**src/rtl/cpuregs_pkg.sv**
```systemverilog
// Shared constants and FSM encoding for the register-file read sequencer.
// Imported by the sequencer top and its capture-select sub-module.
package cpuregs_pkg;

    localparam int XLEN = 32;
    localparam int AW   = 5;

    localparam logic [AW-1:0] REG_ZERO = 5'd0;

    typedef enum logic [2:0] {
        ST_CLEAR = 3'd0,
        ST_IDLE  = 3'd1,
        ST_RD1   = 3'd2,
        ST_RD2   = 3'd3,
        ST_RESP  = 3'd4
    } state_t;

endpackage

```
**src/rtl/cpuregs_fwd_mux.sv**
```systemverilog
// Capture-value select for one operand index: x0 reads as zero, a same-cycle
// write-back wins over the regfile (which still shows the old value), else rf_rdata.
module cpuregs_fwd_mux
    import cpuregs_pkg::*;
#(
    parameter int XLEN_P = cpuregs_pkg::XLEN,
    parameter int AW_P   = cpuregs_pkg::AW
) (
    input  logic [AW_P-1:0]   idx_i,
    input  logic              wr_en_i,
    input  logic [AW_P-1:0]   wr_addr_i,
    input  logic [XLEN_P-1:0] wr_data_i,
    input  logic [XLEN_P-1:0] rf_rdata_i,
    output logic [XLEN_P-1:0] val_o
);

    // Priority select: zero register, then forwarding, then the array read
    always_comb begin
        val_o = rf_rdata_i;
        if (idx_i == REG_ZERO) begin
            val_o = {XLEN_P{1'b0}};
        end else if (wr_en_i && (wr_addr_i == idx_i)) begin
            val_o = wr_data_i;
        end else begin
            val_o = rf_rdata_i;
        end
    end

endmodule

```
**src/rtl/cpuregs_rd_seq.sv**
```systemverilog
// Operand-read sequencer for a single-read-port 32x32 register file: two reads per
// request, valid/ready response, x0 write blocking, forwarding and post-reset zero sweep.
module cpuregs_rd_seq
    import cpuregs_pkg::*;
#(
    parameter int XLEN           = cpuregs_pkg::XLEN,
    parameter int AW             = cpuregs_pkg::AW,
    parameter bit CLEAR_ON_RESET = 1'b1
) (
    input  logic            clk,
    input  logic            rst,
    input  logic            req_valid,
    output logic            req_ready,
    input  logic [AW-1:0]   req_rs1,
    input  logic [AW-1:0]   req_rs2,
    output logic            rsp_valid,
    input  logic            rsp_ready,
    output logic [XLEN-1:0] rsp_rs1_val,
    output logic [XLEN-1:0] rsp_rs2_val,
    input  logic            wr_en,
    input  logic [AW-1:0]   wr_addr,
    input  logic [XLEN-1:0] wr_data,
    output logic [AW-1:0]   rf_raddr,
    input  logic [XLEN-1:0] rf_rdata,
    output logic            rf_we,
    output logic [AW-1:0]   rf_waddr,
    output logic [XLEN-1:0] rf_di
);

    localparam logic [AW-1:0] CNT_ONE  = {{(AW-1){1'b0}}, 1'b1};
    localparam logic [AW-1:0] CNT_LAST = {AW{1'b1}};

    state_t          state_q;
    logic [AW-1:0]   clr_cnt_q;
    logic [AW-1:0]   rs1_q;
    logic [AW-1:0]   rs2_q;
    logic [XLEN-1:0] op1_q;
    logic [XLEN-1:0] op2_q;
    logic            rsp_valid_q;

    logic [AW-1:0]   cap_idx_d;
    logic [XLEN-1:0] cap_val_d;
    logic            wr_hit_rs1_d;
    logic            wr_hit_rs2_d;

    assign req_ready   = (state_q == ST_IDLE);
    assign rsp_valid   = rsp_valid_q;
    assign rsp_rs1_val = op1_q;
    assign rsp_rs2_val = op2_q;

    // One shared capture mux; its index follows whichever operand is being read
    always_comb begin
        cap_idx_d = rs1_q;
        if (state_q == ST_RD2) begin
            cap_idx_d = rs2_q;
        end else begin
            cap_idx_d = rs1_q;
        end
    end

    cpuregs_fwd_mux #(
        .XLEN_P (XLEN),
        .AW_P   (AW)
    ) u_fwd_mux (
        .idx_i      (cap_idx_d),
        .wr_en_i    (wr_en),
        .wr_addr_i  (wr_addr),
        .wr_data_i  (wr_data),
        .rf_rdata_i (rf_rdata),
        .val_o      (cap_val_d)
    );

    // Late write-backs that must refresh operands already captured
    always_comb begin
        wr_hit_rs1_d = wr_en && (wr_addr == rs1_q) && (rs1_q != REG_ZERO);
        wr_hit_rs2_d = wr_en && (wr_addr == rs2_q) && (rs2_q != REG_ZERO);
    end

    // Read address: only the two read states drive a real index
    always_comb begin
        rf_raddr = {AW{1'b0}};
        case (state_q)
            ST_RD1:  rf_raddr = rs1_q;
            ST_RD2:  rf_raddr = rs2_q;
            default: rf_raddr = {AW{1'b0}};
        endcase
    end

    // Write port: zero sweep during CLEAR, otherwise pass-through with x0 blocked
    always_comb begin
        rf_we    = 1'b0;
        rf_waddr = wr_addr;
        rf_di    = wr_data;
        if (state_q == ST_CLEAR) begin
            rf_we    = 1'b1;
            rf_waddr = clr_cnt_q;
            rf_di    = {XLEN{1'b0}};
        end else begin
            rf_we    = wr_en && (wr_addr != REG_ZERO);
            rf_waddr = wr_addr;
            rf_di    = wr_data;
        end
    end

    // Sequencer FSM with operand holds and response valid
    always_ff @(posedge clk) begin
        if (rst) begin
            state_q     <= CLEAR_ON_RESET ? ST_CLEAR : ST_IDLE;
            clr_cnt_q   <= {AW{1'b0}};
            rs1_q       <= {AW{1'b0}};
            rs2_q       <= {AW{1'b0}};
            op1_q       <= {XLEN{1'b0}};
            op2_q       <= {XLEN{1'b0}};
            rsp_valid_q <= 1'b0;
        end else begin
            case (state_q)
                ST_CLEAR: begin
                    clr_cnt_q <= clr_cnt_q + CNT_ONE;
                    if (clr_cnt_q == CNT_LAST) begin
                        state_q <= ST_IDLE;
                    end else begin
                        state_q <= ST_CLEAR;
                    end
                end
                ST_IDLE: begin
                    if (req_valid) begin
                        rs1_q   <= req_rs1;
                        rs2_q   <= req_rs2;
                        state_q <= ST_RD1;
                    end else begin
                        state_q <= ST_IDLE;
                    end
                end
                ST_RD1: begin
                    op1_q   <= cap_val_d;
                    state_q <= ST_RD2;
                end
                ST_RD2: begin
                    op2_q <= cap_val_d;
                    if (wr_hit_rs1_d) begin
                        op1_q <= wr_data;
                    end else begin
                        op1_q <= op1_q;
                    end
                    rsp_valid_q <= 1'b1;
                    state_q     <= ST_RESP;
                end
                ST_RESP: begin
                    if (wr_hit_rs1_d) begin
                        op1_q <= wr_data;
                    end else begin
                        op1_q <= op1_q;
                    end
                    if (wr_hit_rs2_d) begin
                        op2_q <= wr_data;
                    end else begin
                        op2_q <= op2_q;
                    end
                    if (rsp_ready) begin
                        rsp_valid_q <= 1'b0;
                        state_q     <= ST_IDLE;
                    end else begin
                        state_q <= ST_RESP;
                    end
                end
                default: begin
                    rsp_valid_q <= 1'b0;
                    state_q     <= ST_IDLE;
                end
            endcase
        end
    end

endmodule
```
**config.mk**
```make
export PLATFORM = sky130hd
export DESIGN_NAME = cpuregs_rd_seq
export DESIGN_NICKNAME = d
export VERILOG_FILES = /design/src/rtl/cpuregs_pkg.sv /design/src/rtl/cpuregs_fwd_mux.sv /design/src/rtl/cpuregs_rd_seq.sv
export SDC_FILE = /design/constraint.sdc
export NUM_CORES = 1
export LEC_CHECK = 0
export BUFFER_PORTS_ARGS = -buffer_cell sky130_fd_sc_hd__buf_2
export CORE_MARGIN = 4
export CORE_UTILIZATION = 52
export CTS_CLUSTER_DIAMETER = 150
export DETAILED_ROUTE_END_ITERATION = 8
export MAX_ROUTING_LAYER = met4
export PLACE_DENSITY = 0.89
export SKIP_CTS_REPAIR_TIMING = 1
export SLEW_MARGIN = 20
export SYNTH_ARGS = -nofsm -noshare
export SYNTH_HDL_FRONTEND = slang
export SYNTH_SLANG_ARGS = --single-unit
```
**constraint.sdc**
```tcl
create_clock -name clk -period 5.64 [get_ports clk]
set_input_delay 0.564 -clock clk [delete_from_list [all_inputs] [get_ports clk]]
set_output_delay 0.564 -clock clk [all_outputs]
set_load 0.05 [all_outputs]
```
; Word level (Yosys, flattened, before mapping)
; Index checks and enable logic that the tools add are counted.
[totals]
reg_bits = 83
in_bits = 84
output_inout_bits = 109
elab_cells = 56
[classes]
n_addsub = 1
n_eq_ne = 11
mux = 17
bitwise = 1
reduce_logical = 19
[op_table]
columns = cell, count
row1 = $mux 32, 5
row2 = $pmux 32 s2, 2
row3 = $eq 5x5->1, 3
row4 = $pmux 3 s5, 1
row5 = $reduce_bool 5->1, 3
row6 = $mux 5, 2
row7 = $pmux 5 s2, 1
row8 = $reduce_and 2->1, 4
row9 = $eq 3x2->1 const B, 2
row10 = $logic_and 1x1->1, 6
row11 = $add 5x1->5 const B, 1
row12 = $eq 5x5->1 const B, 1
row13 = $logic_not 5->1, 1
row14 = $ne 2x2->1 const B, 2
row15 = $reduce_bool 2->1, 2
row16 = $eq 3x1->1 const B, 1
row17 = $eq 3x3->1 const B, 1
row18 = $logic_not 3->1, 1
row19 = $mux 1, 3
row20 = $mux 3, 1
row21 = $pmux 1 s3, 1
row22 = $reduce_or 3->1, 1
row23 = $mux 2, 1
row24 = $ne 2x1->1 const B, 1
row25 = 2 further kinds, 2

; Logic depth before layout (Yosys ltp)
[logic_depth]
word_depth = 7
depth_mapped = 12
mapped_depth_nobuf = 7

; By module
; A second synthesis with hierarchy kept.
[hier_totals]
hier_cells = 614
area_unflattened_um2 = 5241.3
[modules_own_cells]
columns = module, n_inst, cells_each, area_per_inst_um2, seq_area_each_um2
row1 = cpuregs_rd_seq, 1, 491, 4600.7, 1661.6
row2 = cpuregs_fwd_mux, 1, 123, 640.6, 0.0

; Least setup slack after synthesis
; Ideal clock, no wire load.
[synth_timing]
path_kind = register to output
from = reg state_q[0]
to = out rf_waddr[0]
t_arrival_ps = 1949
path_slack_ps = 3127
path_stages_with_launch = 5
n_path_buf = 2
path_cell_list = dfxtp_1 > clkbuf_1 > nor3_1 > clkbuf_1 > mux2_2
[synth_between]
elab_chain_cells = 2
[synth_lines]
columns = item, line_no
row1 = from (decl), cpuregs_rd_seq.sv:33  ; state_t state_q;
row2 = from (signal assigned), cpuregs_rd_seq.sv:108  ; state_q <= CLEAR_ON_RESET ? ST_CLEAR : ST_IDLE;
row3 = $logic_not 3->1, cpuregs_rd_seq.sv:94  ; if (state_q == ST_CLEAR) begin
row4 = $mux 5, cpuregs_rd_seq.sv:94
row5 = to (decl), cpuregs_rd_seq.sv:26  ; output logic [AW-1:0] rf_waddr,
; Every way passes these cells.

; Final worst setup path
[layout_timing]
from = reg state_q[0]
to = reg op2_q[1] (netlist: rsp_rs2_val[1])
[layout_between]
elab_chain_cells = 7
[layout_lines]
columns = item, line_no
row1 = $eq 3x2->1, "cpuregs_rd_seq.sv:54, cpuregs_rd_seq.sv:116"
row2 = $mux 5, cpuregs_rd_seq.sv:54  ; if (state_q == ST_RD2) begin
row3 = $eq 5x5->1, cpuregs_fwd_mux.sv:22  ; end else if (wr_en_i && (wr_addr_i == idx_i)) begin
row4 = $logic_and 1x1->1, cpuregs_fwd_mux.sv:22
row5 = $mux 32, cpuregs_fwd_mux.sv:22
row6 = $mux 32, cpuregs_fwd_mux.sv:20  ; if (idx_i == REG_ZERO) begin
row7 = $pmux 32 s2, cpuregs_rd_seq.sv:116  ; case (state_q)
row8 = to (signal assigned), cpuregs_rd_seq.sv:113  ; op2_q <= {XLEN{1'b0}};
row9 = to (signal assigned), cpuregs_rd_seq.sv:139  ; op2_q <= cap_val_d;
row10 = to (signal assigned), cpuregs_rd_seq.sv:155  ; op2_q <= wr_data;
row11 = to (decl), cpuregs_rd_seq.sv:38  ; logic [XLEN-1:0] op2_q;
; Parallel ways exist; a longest one is shown, timed or not.
; A chain may end at the register's enable or synchronous reset.

==> impl_metrics.toml <==
[timing]
fin_ws_ps = 2060
final_hold_viol_count = 0
finClkSkew_ps = 14.6
worstMarginPinSlew_ps = 1030
fmax_mhz = 280
setup_viol = 0
slew_violations = 0
finalCriticalPeriod_ps = 3580
tns_ps = 0
slew_headroom = 0.314
fin_crit_sh = 0.634
rsz0062_at_grt = "no"

[critical_path]
cp-start-kind = "flop"
path_max_fanout = 35
crit_required_ps = 5840
end_kind = "flop"
worst_ep_arrival_time_ps = 3780
crit_type = "flop to flop"

[floorplan]
die_h_microns = 102
std_cell_rows = 33
die_w_microns = 102
core-area_sq_um = 8380
initial_core_util = 0.547
ios = 193
dieArea_sq_um = 10400

[pwr]
vdd_drop_max_mv = 0.123
power.leakage_nw = 2.55
total_power_mw = 1.13
powerDensity_nw_per_um2 = 197

[placement]
gp_congestion = 0.940
dp.cells = 782
hpwl_microns = 11000
io_buffer_count = 192
place_ws_ps = 2130

[route]
drt_pass1_iterations = 5
wl_met2_microns = 7420
via_per_inst = 6.31
wl_met3_microns = 1640
final_antenna_net_count = 0
wirelength_met1_microns = 5970
drc = 0
wire_per_inst_microns = 19.4
vias = 5045
drtIter0Drc = 414
routed_wl_microns = 15500
top_layer_used = "met4"

[synthesis]
yosysWarnings = 0
ys_types = 41
synthesis.area_sq_um = 4580
synth_common_cells = "nor2_1 (86), dfxtp_1 (83), a21oi_1 (44)"
synthFlopType = "dfxtp_1"
synth_compound_gate_area_share = 0.296
synthXorXnorAreaFrac = 0.0210
ys_seq_area_frac = 0.363
muxShareOfSynthArea = 0.0388
syn-num-nets = 615
async_flop_share = 0
yosys-top-cells-area = "dfxtp_1 (36%), a221oi_2 (9.8%), nor2_1 (7.0%)"
synth_simple_gate_area_share = 0.215
synth_area_leader_cell = "dfxtp_1"
ys_ff_latch = 83
synth_top_area_frac = 0.363
syn_inst = 529
synth_top_family_by_area = "compound AO/OA/AOI/OAI gates"
synth_edf_count = 0
avgSynthCellArea_sq_um = 8.66
yosysMostFrequentCell = "nor2_1"
synthAdderAreaFrac = 0.00546

[layout]
drive_gt1_frac = 0.381
nNetsFinal = 774
multi_input_area_sq_um = 2680
stdcell_count = 800
area_delta_synth_final_pct = 25.3
seq_area_sq_um = 1660
utilization = 0.685
fillCellCount = 699

[global_routing]
grt_max_degree = 84
grt-ovfl-total = 0
grt_pass1_vias = 4862
track_usage = 0.301
grt_first_pass_wirelength_microns = 24300
antenna_found_initial = 0

[clock_network]
h-tree-depth = 3
clk-insertion-delay-late_ps = 360
clock_sinks = 83
cts_tree = "yes"
worst_setup_hold_path_clk_slew_ps = 80
cts_buffers = 9
cts.path.max_buffers = 2
cts-root-buf = "clkbuf_8"

[hold_path]
hold_class = "primary input to flop"

[flow_run]
maxCapViolCount = 0

[outcome]
status = "finished, final reports clean"
-- kinds of logic (layout without fill, tap and decap cells) --
logic type,count (synthesis),after routing
simple gates,207,207
compound gates,154,154
flops,83,83
buf+inv,55,219
mux,17,17
xor+xnor,11,11
fa+ha+maj,2,2
other cells,0,2
-- flip-flops by register name (all words and copies together) (netlist names) --
| signal | count |
|---|---|
| state_q | 3 |
| rsp_valid | 1 |
| clr_cnt_q | 5 |
| rsp_rs2_val | 32 |
| rs2_q | 5 |
| rs1_q | 5 |
| rsp_rs1_val | 32 |
-- per-layer routing --
layer / GRT usage / up-vias
li1: - / 2313
met1: 0.378 / 2347
met2: 0.478 / 342
met3: 0.0471 / 43
met4: 0.136 / 0
met5: - / -
-- area by class of cell --
type | count | area share
Multi-Input combinational cell | 391 | 0.467
Clock inverter | 6 | 0.0126
Clock buffer | 10 | 0.0240
Antenna cell | 2 | 0.000872
Timing Repair Buffer | 202 | 0.183
Inverter | 1 | 0.000654
Sequential cell | 83 | 0.289
Tap cell | 105 | 0.0229
-- critical path, stage by stage (launching register included) --
cell and delay [ps]:
dfxtp_1 710, and3b_1 420, o211ai_1 130, and3_1 190
or4_1 500, buf_4 280, nand2_2 560, a221oi_1 160
a2111oi_0 460
-- through the flow --
stage	area (sq um)	hold slack (ps)
3_3_place_gp	5500	482
5_1_grt	5740	446
4_1_cts	5740	440
6_report	5740	447
2_1_floorplan	4580	470
3_5_place_dp	5530	477
-- where the power goes --
| part | switching [mW] | leakage (nW) | internal, mW |
|---|---|---|---|
| Combinational | 0.0580 | 1.78 | 0.0340 |
| Sequential | 0.00214 | 0.669 | 0.587 |
| Clock | 0.229 | 0.0971 | 0.221 |
| Total | 0.289 | 2.55 | 0.843 |
-- cells in the final DEF, fill, tap and decap left out, types with 25 or more instances in the layout --
master | synthesis | layout
nor2_1 | 86 | 85
nor2b_1 | 34 | 34
a221oi_2 | 30 | 30
a21oi_1 | 44 | 44
buf_2 | 2 | 192
nand2_1 | 25 | 25
dfxtp_1 | 83 | 83
a221oi_1 | 34 | 34
a2111oi_0 | 25 | 25
nor3_1 | 37 | 36
-- final timing paths --
path / startpoint / end / slack, ps / depth (start not counted)
max reg2reg: state_q[0]$_SDFF_PP0_ / rsp_rs2_val[1]$_SDFFE_PP0P_ / 2060 / 8
min: req_rs1[4] / rs1_q[4]$_SDFFE_PP0P_ / 450 / 3
min reg2reg: rsp_rs2_val[18]$_SDFFE_PP0P_ / rsp_rs2_val[18]$_SDFFE_PP0P_ / 500 / 2
max: state_q[0]$_SDFF_PP0_ / rsp_rs2_val[1]$_SDFFE_PP0P_ / 2060 / 8
No activity file was read; power rests on OpenSTA's default activity.
